`config.mk`:
```
export PLATFORM = sky130hd
export DESIGN_NAME = instruction_queue
export DESIGN_NICKNAME = d
export VERILOG_FILES = /design/src/rtl/instruction_queue.sv
export SDC_FILE = /design/constraint.sdc
export NUM_CORES = 1
export LEC_CHECK = 0
export BUFFER_PORTS_ARGS = -buffer_cell sky130_fd_sc_hd__buf_2
export CORE_MARGIN = 2
export CORE_UTILIZATION = 55
export CTS_BUF_LIST = sky130_fd_sc_hd__clkbuf_8 sky130_fd_sc_hd__clkbuf_16
export DETAILED_ROUTE_END_ITERATION = 16
export PLACE_DENSITY = 0.82
export SYNTH_ARGS = -nofsm -noshare
export SYNTH_HDL_FRONTEND = slang
export SYNTH_SLANG_ARGS = --single-unit
export TNS_END_PERCENT = 10
```
`constraint.sdc`:
```
create_clock -name clk -period 7 [get_ports clk]
set_input_delay 0 -clock clk [delete_from_list [all_inputs] [get_ports clk]]
set_output_delay 0 -clock clk [all_outputs]
set_load 0.01 [all_outputs]
```
`src/rtl/instruction_queue.sv`:
```
// rtl/instruction_queue.sv - host instruction FIFO that issues one word at a time to a coprocessor
module instruction_queue #(
   parameter int DEPTH        = 8,
   parameter int BUSY_TIMEOUT = 8
) (
   input  logic        clk,
   input  logic        reset,
   input  logic        wr_en,
   input  logic [31:0] wr_data,
   output logic        full,
   output logic [3:0]  count,
   input  logic        copro_ready,
   output logic [31:0] instruction,
   output logic        activate_instruction,
   output logic        busy,
   output logic        overflow,
   input  logic        clr_overflow,
   output logic [15:0] issued
);

   localparam int PW = $clog2(DEPTH);
   localparam int TW = $clog2(BUSY_TIMEOUT + 1);

   typedef enum logic [1:0] {IDLE, WAIT_BUSY, WAIT_DONE} state_t;

   state_t        state_q, state_d;
   logic [PW-1:0] head_q, head_d;
   logic [PW-1:0] tail_q, tail_d;
   logic [3:0]    count_q, count_d;
   logic [31:0]   instruction_q, instruction_d;
   logic          activate_q, activate_d;
   logic          overflow_q, overflow_d;
   logic [15:0]   issued_q, issued_d;
   logic [TW-1:0] timer_q, timer_d;
   logic [31:0]   mem [DEPTH];
   logic          push;
   logic          pop;

   assign full                 = (count_q == 4'(DEPTH));
   assign count                = count_q;
   assign busy                 = (state_q != IDLE) || (count_q != 4'd0);
   assign instruction          = instruction_q;
   assign activate_instruction = activate_q;
   assign overflow             = overflow_q;
   assign issued               = issued_q;

   // A write arriving while full is dropped even if the same edge pops.
   assign push = wr_en && !full;
   assign pop  = (state_q == IDLE) && (count_q != 4'd0) && copro_ready;

   always_comb begin
      state_d       = state_q;
      head_d        = head_q;
      tail_d        = tail_q;
      count_d       = count_q;
      instruction_d = instruction_q;
      activate_d    = 1'b0;
      overflow_d    = overflow_q;
      issued_d      = issued_q;
      timer_d       = timer_q;

      if (push) begin
         tail_d = tail_q + 1'b1;
      end

      if (wr_en && full) begin
         overflow_d = 1'b1;
      end else if (clr_overflow) begin
         overflow_d = 1'b0;
      end

      case ({push, pop})
         2'b10:   count_d = count_q + 4'd1;
         2'b01:   count_d = count_q - 4'd1;
         default: count_d = count_q;
      endcase

      case (state_q)
         IDLE: begin
            if (pop) begin
               instruction_d = mem[head_q];
               activate_d    = 1'b1;
               head_d        = head_q + 1'b1;
               issued_d      = issued_q + 16'd1;
               timer_d       = '0;
               state_d       = WAIT_BUSY;
            end
         end
         WAIT_BUSY: begin
            // Coprocessor may finish before we ever see ready fall; the timer bounds that wait.
            if (!copro_ready) begin
               state_d = WAIT_DONE;
            end else if (timer_q == TW'(BUSY_TIMEOUT - 1)) begin
               state_d = IDLE;
            end else begin
               timer_d = timer_q + 1'b1;
            end
         end
         WAIT_DONE: begin
            if (copro_ready) begin
               state_d = IDLE;
            end
         end
         default: state_d = IDLE;
      endcase
   end

   always_ff @(posedge clk or posedge reset) begin
      if (reset) begin
         state_q       <= IDLE;
         head_q        <= '0;
         tail_q        <= '0;
         count_q       <= 4'd0;
         instruction_q <= 32'h0000_0000;
         activate_q    <= 1'b0;
         overflow_q    <= 1'b0;
         issued_q      <= 16'd0;
         timer_q       <= '0;
      end else begin
         state_q       <= state_d;
         head_q        <= head_d;
         tail_q        <= tail_d;
         count_q       <= count_d;
         instruction_q <= instruction_d;
         activate_q    <= activate_d;
         overflow_q    <= overflow_d;
         issued_q      <= issued_d;
         timer_q       <= timer_d;
      end
   end

   always_ff @(posedge clk) begin
      if (push) begin
         mem[tail_q] <= wr_data;
      end
   end

endmodule

```
==> results.py <==
metrics = {
    "cells_and_area": {
        "fill_cells": 1407,
        "drive_above_1_share_pct": 29.8,
        "final_nets": 820,
        "final_common_cell": "edfxtp_1",
        "instances_no_fill": 1081,
        "syn2layout_area_growth_pct": 17.0,
        "diodes": 0,
        "regArea_um2": 9350,
        "layout_common_cells": "edfxtp_1 (256), buf_2 (92), mux4_2 (64)",
        "multi_input_area_um2": 2890,
    },
    "sta": {
        "relSlewSlack_pct": 35.3,
        "hold_violations": 0,
        "fin_setup_tns_ps": 0,
        "tightestPinTransition_ps": 971,
        "skew_ps": 10.3,
        "max_freq_mhz": 317,
        "period_share_pct": 45.1,
        "setup_viol": 0,
        "rsz0062_at_grt": "no",
        "min_period_ps": 3160,
        "slew_viol_final": 0,
    },
    "floorplan": {
        "die_area_um2": 23700,
        "chipWidth_um": 154,
        "core_area_um2": 22000,
        "pin_count": 93,
        "chipHeight_um": 154,
        "rows": 54,
        "initial_core_util_pct": 56.4,
    },
    "logic_synthesis": {
        "netlist_instances": 632,
        "syn_nets": 676,
        "synth_simple_gate_area_share_pct": 4.15,
        "ys_ff_latch": 322,
        "muxShareOfSynthArea_pct": 14.4,
        "synth_fa_ha_area_share_pct": 0.707,
        "synth_area_leader_cell": "edfxtp_1",
        "synth_edf_count": 256,
        "synth_top_family_by_area": "multiplexers",
        "synth.distinct_cells": 44,
        "netlist_top_cells_area": "edfxtp_1 (62%), dfrtp_1 (13%), mux4_2 (12%)",
        "syn_area_per_cell_um2": 19.6,
        "synth_area_um2": 12400,
        "yosys.area_share.xor_xnor_pct": 1.84,
        "synth_compound_area_share_pct": 1.86,
        "ys_warn_count": 0,
        "synthArstFlopShare_pct": 20.5,
        "synth.yosys.seq_area_share_pct": 75.4,
        "ys_dominant_reg_cell": "edfxtp_1",
        "synth_top_area_share_pct": 62.1,
    },
    "worst_setup_path": {
        "critPathKind": "reg -> reg",
        "cp_cell_sequence": "or4_4, nand2_4, inv_1, ha_1, xor2_1, ha_1, a21oi_1, xor2_1, nor2_1, xor2_1",
        "cp_data_arrival_time_ps": 3600,
        "cp_slowest_stage_delay_ps": 630,
        "worstSetupStartpointType": "flop",
        "slowest_stage": "or4_4",
        "end_kind": "flop",
        "crit_fanout": 70,
        "critPathBufInv": 1,
        "cpMostUsedCell": "xor2_1",
        "critical-path-top-delay-family": "simple AND/OR/NAND/NOR gates",
        "cp.required_ps": 7440,
    },
    "placed_design": {
        "globalplace.congestion": 0.741,
        "dp_hpwl_mm": 12.7,
        "dp.cells": 986,
        "io_buffers": 92,
    },
    "clocking": {
        "post_cts_resized": 0,
        "root_buffer": "clkbuf_16",
        "htree_levels": 1,
        "hold_buffers": 37,
        "cts_tree": "yes",
        "clockBufferDepth": 3,
        "clk_pin_slew_ps": 60,
        "clock-sinks": 322,
        "post-cts-setup-buffer-count": 0,
        "cts_made_buffers": 31,
        "clk_latency_ps": 560,
    },
    "global_routing": {
        "grt_pass1_vias": 6603,
        "grt_usage_pct": 20.6,
        "grt_pass1_wl_mm": 37.1,
        "antenna_found_initial": 0,
        "grt-ovfl-total": 0,
        "grt_start_max_net_pins": 71,
    },
    "power": {
        "leakage_nw": 5.32,
        "power_frac_clock_pct": 26.8,
        "pwr-share-seq_pct": 47.1,
        "power_switching_share_pct": 29.7,
        "power.switching_w": 0.00169,
        "combPwrFrac_pct": 26.0,
        "p_per_area_nw_per_um2": 393,
        "ir_worst_vdd_uv": 283,
        "intPower_w": 0.00400,
    },
    "run": {
        "drv_cap": 0,
    },
    "outcome": {
        "status": "completed",
    },
    "route": {
        "drtIter0Drc": 392,
        "antenna_left": 0,
        "firstDrtPassIters": 5,
        "drc": 0,
        "finalWirelength_mm": 23.9,
        "routedWlPerCell_um": 22.1,
        "vias_per_cell": 5.82,
        "vias": 6287,
    },
    "hold_path": {
        "hp-class": "in -> reg",
    },
}
-- area by class of cell --
class | count | share of cell area [%]
clock buffers | 32 | 5.45
clock inverters | 26 | 1.08
inverters | 7 | 0.190
multi-input cells | 273 | 20.0
flip-flops and latches | 322 | 64.5
well taps | 280 | 2.42
repair buffers | 141 | 6.36
-- power groups by stage --
stage / Sequential, W / Clock, W / Combinational, W
2_1_floorplan: 0.00267 / 0 / 0.00107
3_3_place_gp: 0.00269 / 0 / 0.00142
3_5_place_dp: 0.00272 / 0 / 0.00147
4_1_cts: 0.00269 / 0.00156 / 0.00151
5_1_grt: 0.00272 / 0.00163 / 0.00162
6_report: 0.00268 / 0.00153 / 0.00148
-- kinds of logic after synthesis --
logic type	after synthesis
AO/OA/AOI/OAI	41
XOR/XNOR	26
adder cells (fa/ha/maj)	7
buffers and inverters	37
flip-flops	322
multiplexers	98
AND/OR/NAND/NOR	101
-- metrics by stage --
step / area (um2) / utilization, % / setup slack (ps) / hold slack (ps) / total power, W
3_5_place_dp: 13200 / 60.0 / 3820 / 194 / 0.00419
6_report: 14500 / 65.9 / 3840 / 161 / 0.00569
3_3_place_gp: 13200 / 60.0 / 3930 / 184 / 0.00411
2_1_floorplan: 12400 / - / 2290 / 66.4 / 0.00374
5_1_grt: 14500 / 65.9 / 3610 / 176 / 0.00597
4_1_cts: 14500 / 65.9 / 3810 / 143 / 0.00575
-- path summary, 6_finish.rpt --
kind	slack (ps)	depth (start not counted)	end	start
max in group asynchronous	5990	4	head_q[0]	reset
worst max register to register	3840	10	count[2]	count[1]
worst min-delay path	160	3	state_q[1]	copro_ready
worst min register to register	470	1	issued[15]	issued[15]
min in group asynchronous	260	4	overflow	reset
worst max-delay path	3840	10	count[2]	count[1]
-- layer usage --
metal	vias to the layer above	track usage [%]	share of wire, %
met4	0	6.72	2.3
met1	3272	27.2	40
li1	2767	-	-
met5	-	0	0
met2	200	35.2	52
met3	48	3.61	5.2
-- state kept, by name (all words and copies together), names as in the netlist --
signal                flops
activate_instruction      1
count                     4
head_q                    3
instruction              32
issued                   16
mem                     256
overflow                  1
state_q                   2
tail_q                    3
timer_q                   4
-- synthesized netlist by cell type, types with 2 or more instances --
| cell type | n |
|---|---|
| a21oi_1 | 2 |
| and2_1 | 2 |
| and3_1 | 2 |
| buf_1 | 5 |
| buf_2 | 13 |
| buf_4 | 4 |
| buf_6 | 4 |
| clkbuf_1 | 4 |
| dfrtp_1 | 66 |
| edfxtp_1 | 256 |
| ha_1 | 7 |
| inv_1 | 5 |
| mux2i_1 | 33 |
| mux4_2 | 64 |
| nand2_1 | 53 |
| nand2b_1 | 3 |
| nand3_1 | 4 |
| nand4_1 | 4 |
| nand4_2 | 3 |
| nor2_1 | 12 |
| nor2b_1 | 2 |
| nor3_1 | 4 |
| o21ai_0 | 23 |
| o21ai_1 | 12 |
| or3_1 | 2 |
| xnor2_1 | 21 |
| xor2_1 | 5 |
-- worst register-to-register path, stage by stage (launching register included) --
cell     delay, ps
dfrtp_1        480
or4_4          630
nand2_4        600
inv_1          160
ha_1           300
xor2_1         170
ha_1           190
a21oi_1        140
xor2_1         170
nor2_1          70
xor2_1         140
Note: power is estimated with default switching activity, not from simulation.
